[config.mk]
export PLATFORM = sky130hd
export DESIGN_NAME = adder_share_arbiter
export DESIGN_NICKNAME = d
export VERILOG_FILES = /design/src/rtl/adder_share_arbiter.sv
export SDC_FILE = /design/constraint.sdc
export NUM_CORES = 1
export LEC_CHECK = 0
export ABC_CLOCK_PERIOD_IN_PS = 1700
export BUFFER_PORTS_ARGS = -buffer_cell sky130_fd_sc_hd__buf_2
export CAP_MARGIN = 0
export CORE_MARGIN = 2
export CORE_UTILIZATION = 35
export CTS_CLUSTER_DIAMETER = 80
export DETAILED_ROUTE_END_ITERATION = 10
export PLACE_DENSITY = 0.8
export SKIP_CTS_REPAIR_TIMING = 1
export SLEW_MARGIN = 25
export SYNTH_ARGS = -nofsm -noshare
export SYNTH_HDL_FRONTEND = slang
export SYNTH_SLANG_ARGS = --single-unit
[constraint.sdc]
create_clock -name clock -period 1.7 [get_ports clock]
set_input_delay 0.34 -clock clock [delete_from_list [all_inputs] [get_ports clock]]
set_output_delay 0.34 -clock clock [all_outputs]
set_load 0.01 [all_outputs]
[src/rtl/adder_share_arbiter.sv]
// Round-robin arbiter/sequencer sharing one registered adder among NREQ requesters.
// A grant in IDLE is followed by one ISSUE cycle (add_en) and one CAPTURE cycle, then a done strobe.
module adder_share_arbiter #(
  parameter int unsigned NREQ      = 4,
  parameter int unsigned IDW       = 2,
  parameter int unsigned Abitwidth = 21,
  parameter int unsigned Bbitwidth = 21,
  parameter int unsigned Sbitwidth = 22
) (
  input  logic                      clock,
  input  logic                      reset,
  input  logic [NREQ-1:0]           req,
  input  logic [NREQ*Abitwidth-1:0] req_a,
  input  logic [NREQ*Bbitwidth-1:0] req_b,
  output logic [NREQ-1:0]           done,
  output logic [Sbitwidth-1:0]      result,
  output logic [IDW-1:0]            result_id,
  output logic                      busy,
  output logic                      add_en,
  output logic [Abitwidth-1:0]      add_a,
  output logic [Bbitwidth-1:0]      add_b,
  input  logic [Sbitwidth-1:0]      add_sum
);

  typedef enum logic [1:0] {IDLE, ISSUE, CAPTURE} state_t;

  state_t          state, state_nxt;
  logic [IDW-1:0]  ptr, grant_id, win;
  logic            found;
  logic [NREQ-1:0] elig;

  // The requester strobed this cycle is excluded so it cannot be re-granted immediately.
  assign elig   = req & ~done;
  assign busy   = (state != IDLE);
  assign add_en = (state == ISSUE);

  always_comb begin
    int unsigned idx;
    found = 1'b0;
    win   = '0;
    idx   = 0;
    for (int unsigned k = 0; k < NREQ; k++) begin
      idx = (32'(ptr) + k) % NREQ;
      if (!found && elig[idx]) begin
        found = 1'b1;
        win   = IDW'(idx);
      end
    end
  end

  always_ff @(posedge clock) begin
    if (reset) state <= IDLE;
    else       state <= state_nxt;
  end

  always_comb begin
    state_nxt = state;
    unique case (state)
      IDLE:    if (found) state_nxt = ISSUE;
      ISSUE:   state_nxt = CAPTURE;
      CAPTURE: state_nxt = IDLE;
      default: state_nxt = IDLE;
    endcase
  end

  always_ff @(posedge clock) begin
    if (reset) begin
      ptr       <= '0;
      grant_id  <= '0;
      add_a     <= '0;
      add_b     <= '0;
      done      <= '0;
      result    <= '0;
      result_id <= '0;
    end else begin
      done <= '0;
      unique case (state)
        IDLE: begin
          if (found) begin
            grant_id <= win;
            add_a    <= req_a[32'(win)*Abitwidth +: Abitwidth];
            add_b    <= req_b[32'(win)*Bbitwidth +: Bbitwidth];
          end
        end
        CAPTURE: begin
          result         <= add_sum;
          result_id      <= grant_id;
          done[grant_id] <= 1'b1;
          ptr            <= (grant_id == IDW'(NREQ-1)) ? '0 : grant_id + IDW'(1);
        end
        default: ;
      endcase
    end
  end

endmodule

# [Word level (Yosys, flattened, before mapping)]
# Index checks and enable logic that the tools add are counted.
[classes] add_sub_neg=4 multipliers=1 order_cmp=6 n_eq_ne=4 shifts=2 n_mux=21 n_bitwise=3 reduce_logical=11
[ops] cell="$shiftx A84 B8 Y21" n=2
[ops] cell="$lt A2 B3 Y1 const B" n=5
[ops] cell="$mux W2" n=6
[ops] cell="$mux W1" n=9
[ops] cell="$bmux W1 S2" n=4
[ops] cell="$mul A2 B5 Y7 const B" n=1
[ops] cell="$add A2 B1 Y2 const B" n=2
[ops] cell="$add A2 B2 Y2 const B" n=2
[ops] cell="$and A4 B4 Y4" n=1
[ops] cell="$eq A2 B2 Y1 const B" n=2
[ops] cell="$logic_and A1 B1 Y1" n=4
[ops] cell="$not A4 Y4" n=1
[ops] cell="$pmux W2 S2" n=1
[ops] cell="$logic_not A1 Y1" n=3
[ops] cell="$demux W1 S2" n=1
[ops] cell="$eq A2 B1 Y1 const B" n=1
[ops] cell="$ge A2 B1 Y1 const B" n=1
[ops] cell="$logic_not A2 Y1" n=1
[ops] cell="$ne A2 B2 Y1 const B" n=1
[ops] cell="$reduce_and A2 Y1" n=1
[ops] cell="$reduce_bool A2 Y1" n=1
[ops] cell="$reduce_or A2 Y1" n=1
[ops] cell="$not A1 Y1" n=1
[totals] ff_bits=76

# [Longest topological paths before layout]
# Gate-level depths: netlist of the first run.
[depth] ltp_word=16 mapped_depth=7 depth_no_buf=5

# [Least setup slack after synthesis of the first run]
# Ideal clock, no wire load.
[synth_path] path_type="input to register" from="in req[1]" to="reg add_a[10]" setup_ns=0.134 arrival_ns=1.594 t_required_ns=1.566 setup_slack_ns=-0.028 cell_stages=7 cell_sequence="nor2b_2 -> or3b_1 -> o211ai_2 -> buf_6 -> buf_8 -> mux2i_1 -> o2111ai_2"
[synth_between] elab_chain_cells=15
[synth_rtl] element="start: declaration" line_no="12" rtl="input logic [NREQ-1:0] req,"
[synth_rtl] element="$and A4 B4 Y4 *" line_no="33" rtl="assign elig = req & ~done;"
[synth_rtl] element="$bmux W1 S2" line_no="44" rtl="if (!found && elig[idx]) begin"
[synth_rtl] element="$mux W1 (not written as such)" line_no="44"
[synth_rtl] element="$mux W1" line_no="44"
[synth_rtl] element="$logic_not A1 Y1" line_no="44"
[synth_rtl] element="$logic_and A1 B1 Y1" line_no="44"
[synth_rtl] element="$mux W1" line_no="44"
[synth_rtl] element="$logic_not A1 Y1" line_no="44"
[synth_rtl] element="$logic_and A1 B1 Y1" line_no="44"
[synth_rtl] element="$mux W1" line_no="44"
[synth_rtl] element="$logic_not A1 Y1" line_no="44"
[synth_rtl] element="$logic_and A1 B1 Y1" line_no="44"
[synth_rtl] element="$mux W2" line_no="44"
[synth_rtl] element="$mul A2 B5 Y7" line_no="81" rtl="add_a <= req_a[32'(win)*Abitwidth +: Abitwidth];"
[synth_rtl] element="$shiftx A84 B8 Y21" line_no="81"
[synth_rtl] element="end signal: assignment" line_no="81"
[synth_rtl] element="end: declaration" line_no="20" rtl="output logic [Abitwidth-1:0] add_a,"
# Mark *: on every way between the ends. The rest lies on a longest branch, timed or not. The select of a mux whose other input is x is not followed.
# A chain may end at the register's enable or synchronous reset.

# [Worst setup path in the final report of the first run]
[layout_path] from="reg done[2]" to="reg add_a[19]"
[layout_between] elab_chain_cells=16
[layout_rtl] element="start: declaration" line_no="15" rtl="output logic [NREQ-1:0] done,"
[layout_rtl] element="start signal: assignment" line_no="72" rtl="done <= '0;"
[layout_rtl] element="start signal: assignment" line_no="76" rtl="done <= '0;"
[layout_rtl] element="start signal: indexed assignment" line_no="88" rtl="done[grant_id] <= 1'b1;"
[layout_rtl] element="$not A4 Y4 *" line_no="33"
[layout_rtl] element="$and A4 B4 Y4 *" line_no="33"
[layout_rtl] element="$bmux W1 S2" line_no="44"
[layout_rtl] element="$mux W1 (not written as such)" line_no="44"
[layout_rtl] element="$mux W1" line_no="44"
[layout_rtl] element="$logic_not A1 Y1" line_no="44"
[layout_rtl] element="$logic_and A1 B1 Y1" line_no="44"
[layout_rtl] element="$mux W1" line_no="44"
[layout_rtl] element="$logic_not A1 Y1" line_no="44"
[layout_rtl] element="$logic_and A1 B1 Y1" line_no="44"
[layout_rtl] element="$mux W1" line_no="44"
[layout_rtl] element="$logic_not A1 Y1" line_no="44"
[layout_rtl] element="$logic_and A1 B1 Y1" line_no="44"
[layout_rtl] element="$mux W2" line_no="44"
[layout_rtl] element="$mul A2 B5 Y7" line_no="81"
[layout_rtl] element="$shiftx A84 B8 Y21" line_no="81"
# Marks and branches as above.

==> results of run 1 <==
-- cell type report --
cell class	instances	area [µm²]
diodes	1	2.50
inverters	4	15.0
fillers	1059	5200
multi-input cells	325	2670
clock buffers	13	260
flip-flops and latches	76	1530
clock inverters	3	68.8
well taps	168	210
repair buffers	327	2100
-- cell usage in the layout (no fill, tap or decap), drive strengths merged --
cell type    n
dfxtp       76
nand3       84
o21ai        1
o2111ai     42
o211a        1
nor2b        8
inv          4
a2111oi      1
nand2b       3
a21oi       27
nor4b        1
a21boi       1
a22oi        2
diode        1
buf        319
or3b         1
nor3         1
mux2i       42
a21o         1
nor2         6
o211ai       1
a31oi        1
nor3b        4
bufinv       2
o41ai        1
ha           4
clkbuf      21
clkinv       1
nand2       92
-- worst min-delay path: stages --
cell       delay, ns
buf_2           0.08
nand3_2         0.05
o2111ai_2       0.07
-- metal layers --
layer | track usage (%) | up-vias | part of all wire, %
met5 | 0 | - | 0
met4 | 8.76 | 0 | 2.3
met3 | 5.75 | 28 | 8.4
met2 | 32.6 | 216 | 50
met1 | 21.2 | 2142 | 39
li1 | - | 2224 | -
-- cell families (layout without fill, tap and decap cells) --
family          count (synthesis)  after routing  synth area share, %
mux                            42             42                 9.67
flops                          76             76                 35.0
compound gates                 79             79                 19.8
simple gates                  200            200                 25.1
buf+inv                        47            347                 9.30
other cells                     0              1                    0
fa+ha+maj                       4              4                 1.15
-- final timing paths --
| check | end | slack (ns) | from | depth (start not counted) |
|---|---|---|---|---|
| max reg2reg | add_a[19] | -0.09 | done[2] | 7 |
| min | add_b[5] | 0.23 | req_b[47] | 3 |
| max | add_a[19] | -0.09 | done[2] | 7 |
| min reg2reg | result[9] | 0.45 | result[9] | 2 |
-- power by group --
| group | total, mW | leakage, nW | switching (mW) | internal, mW |
|---|---|---|---|---|
| combinational | 1.70 | 2.37 | 0.816 | 0.884 |
| clock | 2.11 | 0.160 | 0.737 | 1.37 |
| sequential | 2.06 | 0.625 | 0.105 | 1.96 |
-- per-stage QoR --
step / instances / setup TNS (ns)
after floorplan: 448 / -0.491
after global placement: 877 / -8.58
after detailed placement: 877 / -10.26
after CTS: 893 / -5.69
after global routing: 917 / -5.14
final: 917 / -1.75
-- state kept, by name, summed over array words and instances, names as in the netlist --
signal,count
state,2
result_id,2
done,4
grant_id,2
add_a,21
result,22
ptr,2
add_b,21
==> impl_metrics.csv, run 1 <==
group,metric,value,unit
clocking,clk_latency,0.34,ns
drt,vias_per_cell,5.03,
synth,synth_top_area_share,35.0,%
setup_path,path_buf_inv,2,
sta,rsz0062_at_grt,"true",
finish,synthToLayoutAreaGrowth,57.8,%
sta,slew_violations,0,
finish,nets,943,
synth,postSynthCellCount,448,
clocking,cts_sinks,76,
power,power.density,856,mW/mm²
sta,hold_violations,0,
drt,drt_iter0_drc,271,
synth,yosys_warnings,0,
synth,synth-edff-count,0,
sta,slew_headroom,78.3,%
synth,synthDistinctLibCells,37,
setup_path,start_kind,"flop",
finish,utilization,56.9,%
synth,seq_area_frac_synth,35.0,%
power,p_total,5.87,mW
synth,synthFlopType,"dfxtp_1",
die,die_w,115,µm
setup_path,crit_family,"simple AND/OR/NAND/NOR gates",
drt,routed_wl,14.8,mm
power,vdd_drop_max,618,µV
sta,post-route-period-util,105,%
place,port-buffer-count,267,
drt,firstDrtPassIters,4,
die,start_util,36.0,%
die,io_pins,268,
drt,vias,4610,
drt,post-route-drc-count,0,
global_routing,grt_pass1_wl,19.8,mm
die,die_y,115,µm
sta,fin_hold_ws,0.234,ns
setup_path,critPathCaptureType,"flop",
global_routing,grt_start_max_net_pins,37,
sta,setup_viol,42,
die,row_count,40,
synth,synth.avg_cell_area,9.70,µm²
synth,synthMostInstantiatedCell,"nand2_1",
sta,layout_setup_ws,-0.0900,ns
synth,syn-num-nets,648,
synth,synth_seq_cells,76,
sta,timing.fmax,559,MHz
clocking,root_buffer,"clkbuf_16",
drt,routedWlPerCell,16.1,µm
global_routing,overflow,0,
clocking,cts_tree,"built",
place,dpl-instance-area,0.00594,mm²
synth,synth_top_area_cell,"dfxtp_1",
sta,finalCriticalPeriod,1.79,ns
place,place_ws,-0.289,ns
setup_path,crit_slowest_cell,"or3b_4",
finish,drive_gt1_share,61.8,%
min_path,worstHoldPathType,"in -> reg",
finish,finalInstanceArea,0.00686,mm²
synth,netlist_top_cells_area,"dfxtp_1 (35%), o2111ai_2 (14%), mux2i_1 (9.7%)",
synth,async_flop_share,0,%
drt,ant_nets,0,
global_routing,grt_pass1_vias,4267,
sta,worst_pin_slew,0.326,ns
die,fp.dieArea,0.0133,mm²
clocking,cts_buffers,9,
setup_path,critPathMaxStageDelay,0.41,ns
synth,synth_common_cells,"nand2_1 (92), dfxtp_1 (76), nand3_1 (52)",
place,dp_hpwl,10.1,mm
clocking,clk_pin_slew,0.07,ns
sta,fin_worst_skew,0.00935,ns
power,p_leak,3.16,nW
die,core,0.0121,mm²
setup_path,critPathRequiredTime,1.90,ns
clocking,cts_buffer_depth,2,
status,status,"finished, violations left",
status,violations,"negative setup slack",
setup_path,crit_chain,"nor2b_4, or3b_4, o211ai_4, buf_6, buf_12, mux2i_2, o2111ai_2",
clocking,htreeDepth,3,
setup_path,crit_type,"reg -> reg",
global_routing,antenna_found_initial,1,
setup_path,crit_arrival,1.99,ns
synth,syn_area,0.00435,mm²
setup_path,crit_fanout,5,
global_routing,grt.total_usage,18.8,%
place,place.gp.congestion,0.777,
job,cap_violations,0,
Power figures use the tool's default switching activity.
==> run 2: changes to the inputs <==
Settings changed: ABC_AREA set to 1, PLACE_DENSITY 0.8 to 0.78.
==> run 2 against run 1 <==
  * Combinational power grew to 2.6 times the previous value
  * Sequential power grew 15%
  * Non-clock buffer count shrank 8
  * Sequential cell count is the same
  * Clock power shrank 4%
  * The flow still finishes with violations (negative setup slack)
  * Worst hold slack lost 0.020 ns
  * Utilization shrank 1.3 points
  * Largest power group is now combinational cells
==> impl_metrics.csv, run 2 <==
group,metric,value,unit
drt,vias_per_cell,4.76,
finish,instances_no_fill,1283,
die,row_count,42,
clocking,clk_latency,0.34,ns
place,port-buffer-count,267,
drt,routedWlPerCell,13.4,µm
synth,synthMostInstantiatedCell,"nand2_1",
global_routing,antenna_found_initial,0,
sta,layout_setup_ws,-0.312,ns
finish,largest_reg_flops,22,
finish,seq_area,0.00153,mm²
synth,synth_seq_cells,76,
sta,hold_violations,0,
synth,seq_area_frac_synth,32.1,%
finish,largest-register,"result",
clocking,root_buffer,"clkbuf_16",
sta,timing.fmax,497,MHz
sta,finalCriticalPeriod,2.01,ns
synth,syn-num-nets,1021,
synth,synth.avg_cell_area,5.78,µm²
place,dpl-instance-area,0.00638,mm²
finish,final_cell_mix,"buf_2 (267), nand2_1 (175), nor2_1 (149)",
synth,synthDistinctLibCells,23,
clocking,cts_buffer_depth,2,
finish,largestRegisters,"result: 22 flops, add_a: 21 flops, add_b: 21 flops",
finish,synthToLayoutAreaGrowth,55.1,%
power,vdd_drop_max,600,µV
drt,routed_wl,17.2,mm
synth,yosys_warnings,0,
clocking,cts_tree,"built",
die,start_util,35.8,%
power,p_total,8.86,mW
die,io_pins,268,
synth,synth_top_area_cell,"dfxtp_1",
synth,synthFlopType,"dfxtp_1",
power,power.density,1200,mW/mm²
sta,setup_viol,44,
die,fp.dieArea,0.0145,mm²
synth,syn_area,0.00474,mm²
sta,rsz0062_at_grt,"true",
clocking,clk_pin_slew,0.07,ns
sta,slew_violations,0,
place,dp_hpwl,10.9,mm
sta,timing.setup.tns,-11.03,ns
setup_path,start_kind,"flop",
status,status,"finished, violations left",
setup_path,crit_type,"reg -> reg",
synth,netlist_top_cells_area,"dfxtp_1 (32%), nand3_1 (15%), nand2_1 (15%)",
drt,vias,6106,
global_routing,grt.total_usage,19.9,%
die,die_w,120,µm
sta,slew_headroom,50.2,%
sta,post-route-period-util,118,%
place,place.gp.congestion,0.920,
drt,drt_iter0_drc,385,
min_path,worstHoldPathType,"in -> reg",
clocking,cts_buffers,9,
synth,postSynthCellCount,821,
status,violations,"negative setup slack",
setup_path,critPathRequiredTime,1.94,ns
global_routing,grt_pass1_wl,23.6,mm
finish,final_common_cell,"buf_2",
global_routing,overflow,0,
finish,drive_gt1_share,37.3,%
setup_path,r2r_slack,-0.31,ns
sta,worst_pin_slew,0.746,ns
finish,utilization,55.5,%
die,core,0.0132,mm²
finish,nets,1302,
finish,finalInstanceArea,0.00735,mm²
setup_path,crit_arrival,2.25,ns
finish,num-fill-cells,1315,
place,place_ws,-0.348,ns
synth,synth_top_area_share,32.1,%
finish,multi_input_area,0.00276,mm²
global_routing,grt_start_max_net_pins,49,
drt,ant_nets,0,
synth,synth-edff-count,0,
drt,firstDrtPassIters,5,
die,die_y,120,µm
synth,synth_common_cells,"nand2_1 (192), nor2_1 (162), nand3_1 (146)",
power,p_leak,4.21,nW
setup_path,critPathCaptureType,"flop",
job,cap_violations,0,
setup_path,crit_fanout,6,
place,placedCellCount,1247,
finish,antenna_cells,0,
drt,post-route-drc-count,0,
synth,async_flop_share,0,%
clocking,htreeDepth,3,
sta,fin_worst_skew,0.00744,ns
global_routing,grt_pass1_vias,5187,
sta,fin_hold_ws,0.213,ns
clocking,cts_sinks,76,
run 2: changes by cell type after synthesis, sizes merged, moves of 3 or more:
cell	previous run	this run
nand2	92	195
o21ai	1	25
nor2b	8	0
mux2i	42	0
nand2b	3	0
inv	4	128
nor3b	4	0
nand3	84	148
nor2	6	163
buf	28	37
o2111ai	42	0
run 2: cell families after synthesis:
logic type,Yosys count,synth area share (%)
AO/OA/AOI/OAI,54,6.12
flip-flops,76,32.1
buffers and inverters,177,15.8
adder cells (fa/ha/maj),4,1.06
AND/OR/NAND/NOR,510,44.9
run 2: metal layers:
metal  GRT usage (%)  wire, µm  share of wire [%]
met2            33.6      8490                 49
met3            3.92      1260                7.3
met4            9.38       475                2.8
met5               0         0                  0
met1            24.3      7010                 41
run 2: final timing paths:
| check | from | endpoint | cells past startpoint |
|---|---|---|---|
| max | ptr[0] | add_b[20] | 14 |
| min | add_sum[5] | result[5] | 3 |
| max reg2reg | ptr[0] | add_b[20] | 14 |
| min reg2reg | state[1] | state[1] | 1 |
run 2: power breakdown:
part | leakage [nW] | internal [mW] | switching [mW]
clock network | 0.152 | 1.18 | 0.859
logic | 3.43 | 1.92 | 2.55
registers | 0.629 | 2.16 | 0.203
run 2: layout make-up:
| class | instances | area share, % |
|---|---|---|
| Clock buffer | 9 | 3.06 |
| Clock inverter | 7 | 1.21 |
| Inverter | 128 | 6.67 |
| Multi-Input combinational cell | 568 | 37.5 |
| Sequential cell | 76 | 20.8 |
| Tap cell | 176 | 2.99 |
| Timing Repair Buffer | 319 | 27.8 |
run 2: critical path, stage by stage (launching register included):
cell       delay, ns
dfxtp_4         0.38
buf_6           0.13
nand3_2         0.10
nand3_2         0.09
nand2_2         0.10
nand2_4         0.06
nor2_4          0.12
inv_2           0.07
nor2_4          0.12
nor2_4          0.05
nor2_4          0.24
clkbuf_16       0.21
nand2_1         0.07
a21oi_2         0.11
nor2_1          0.04
==> run 3: changes to the inputs <==
Settings changed: CTS_BUF_LIST set to sky130_fd_sc_hd__clkbuf_16, PLACE_DENSITY 0.78 to 0.68.
==> run 3 against run 2 <==
  * The flow still finishes with violations (negative setup slack)
  * Sequential cell count unchanged
  * Sequential share of layout area is essentially flat
  * Via count fell by 1.3%
  * Worst setup slack better by 0.036 ns
  * Die area unchanged
  * Register-to-register slack better by 0.04 ns
  * Routed wire length decreased by 0.24%
  * Largest cell class unchanged
==> impl_metrics.csv, run 3 (synthesis results as in run 2) <==
group,metric,value,unit
status,status,"finished, violations left",
status,violations,"negative setup slack",
job,cap_violations,0,
setup_path,crit_arrival,2.21,ns
clocking,clk_latency,0.34,ns
sta,fin_worst_skew,0.00912,ns
clocking,cts_buffer_depth,2,
sta,finalCriticalPeriod,1.98,ns
sta,worst_pin_slew,0.756,ns
finish,largest-register,"result",
sta,slew_headroom,49.5,%
die,die_y,120,µm
min_path,worstHoldPathType,"in -> reg",
finish,largest_reg_flops,22,
sta,setup_viol,43,
finish,finalInstanceArea,0.00736,mm²
sta,post-route-period-util,116,%
setup_path,start_kind,"flop",
power,power.density,1180,mW/mm²
die,fp.dieArea,0.0145,mm²
place,dpl-instance-area,0.00639,mm²
finish,drive_gt1_share,38.2,%
place,dp_hpwl,11.4,mm
sta,layout_setup_ws,-0.277,ns
finish,antenna_cells,0,
global_routing,grt_use_met2,36.0,%
finish,num-fill-cells,1370,
clocking,cts_tree,"built",
drt,routedWlPerCell,13.4,µm
global_routing,top_usage_layer,"met2",
finish,utilization,55.6,%
drt,vias,6029,
sta,timing.fmax,506,MHz
finish,final_cell_mix,"buf_2 (267), nand2_1 (165), nor2_1 (158)",
setup_path,critPathCaptureType,"flop",
power,p_leak,4.21,nW
finish,largestRegisters,"result: 22 flops, add_a: 21 flops, add_b: 21 flops",
place,port-buffer-count,267,
drt,vias_per_cell,4.70,
die,die_w,120,µm
power,vdd_drop_max,527,µV
global_routing,overflow,0,
die,start_util,35.8,%
drt,firstDrtPassIters,4,
sta,rsz0062_at_grt,"true",
finish,synthToLayoutAreaGrowth,55.2,%
global_routing,grt_util_met3,3.07,%
clocking,root_buffer,"clkbuf_16",
finish,multi_input_area,0.00282,mm²
sta,slew_violations,0,
clocking,cts_sinks,76,
clocking,cts_buffers,9,
global_routing,grt.total_usage,21.0,%
global_routing,use_met1,26.3,%
die,io_pins,268,
drt,drt_iter0_drc,326,
finish,final_common_cell,"buf_2",
sta,hold_violations,0,
global_routing,grt_pass1_vias,5312,
setup_path,crit_fanout,11,
finish,seq_area,0.00153,mm²
drt,ant_nets,0,
clocking,clk_pin_slew,0.07,ns
drt,routed_wl,17.2,mm
global_routing,grt_pass1_wl,24.9,mm
global_routing,antenna_found_initial,0,
die,core,0.0132,mm²
setup_path,critPathRequiredTime,1.93,ns
global_routing,grt_start_max_net_pins,55,
finish,nets,1301,
drt,post-route-drc-count,0,
die,row_count,42,
clocking,htreeDepth,3,
setup_path,crit_type,"reg -> reg",
place,place.gp.congestion,0.831,
run 3: critical path: stages, from the launching register on:
cell and delay [ns]:
dfxtp_4 0.39, inv_8 0.10, nand3_4 0.09, buf_6 0.13
nand2_4 0.08, nand2_4 0.06, nand2_4 0.05, nand4_1 0.15
nand2_4 0.17, nand2_8 0.12, buf_4 0.16, buf_8 0.15
a21oi_2 0.16, nor2_1 0.05
run 3: final timing paths:
check,start,endpoint,slack [ns],cells past startpoint
min,add_sum[15],result[15],0.22,3
min reg2reg,state[1],state[1],0.46,1
max reg2reg,ptr[0],add_b[10],-0.28,13
max,ptr[0],add_b[10],-0.28,13
run 3: power by group:
part	switching (mW)	leakage [nW]	internal, mW
registers	0.196	0.629	2.16
clock network	0.853	0.139	1.02
logic	2.54	3.44	1.89
total	3.59	4.21	5.07
run 3: area by class of cell:
| class | count | area share [%] |
|---|---|---|
| Sequential cell | 76 | 20.8 |
| Clock buffer | 9 | 3.06 |
| Tap cell | 176 | 2.99 |
| Inverter | 128 | 6.80 |
| Clock inverter | 7 | 0.850 |
| Timing Repair Buffer | 317 | 27.2 |
| Multi-Input combinational cell | 569 | 38.4 |
run 3: layer usage:
layer	part of all wire [%]	vias to the layer above	wire length, µm
li1	-	3087	-
met1	42	2663	7210
met2	49	253	8430
met3	7.0	26	1210
met4	2.0	0	343
met5	0	-	0
run 3: stage by stage:
stage	std cells	setup slack [ns]	TNS (ns)	hold slack [ns]	power, mW
after floorplan	821	-0.0615	-1.71	0.422	4.76
after detailed placement	1250	-0.355	-13.89	0.444	5.99
after global placement	1250	-0.323	-12.29	0.439	5.96
after global routing	1282	-0.383	-14.22	0.214	9.30
after CTS	1266	-0.408	-15.92	0.202	7.90
final	1282	-0.277	-9.09	0.216	8.66
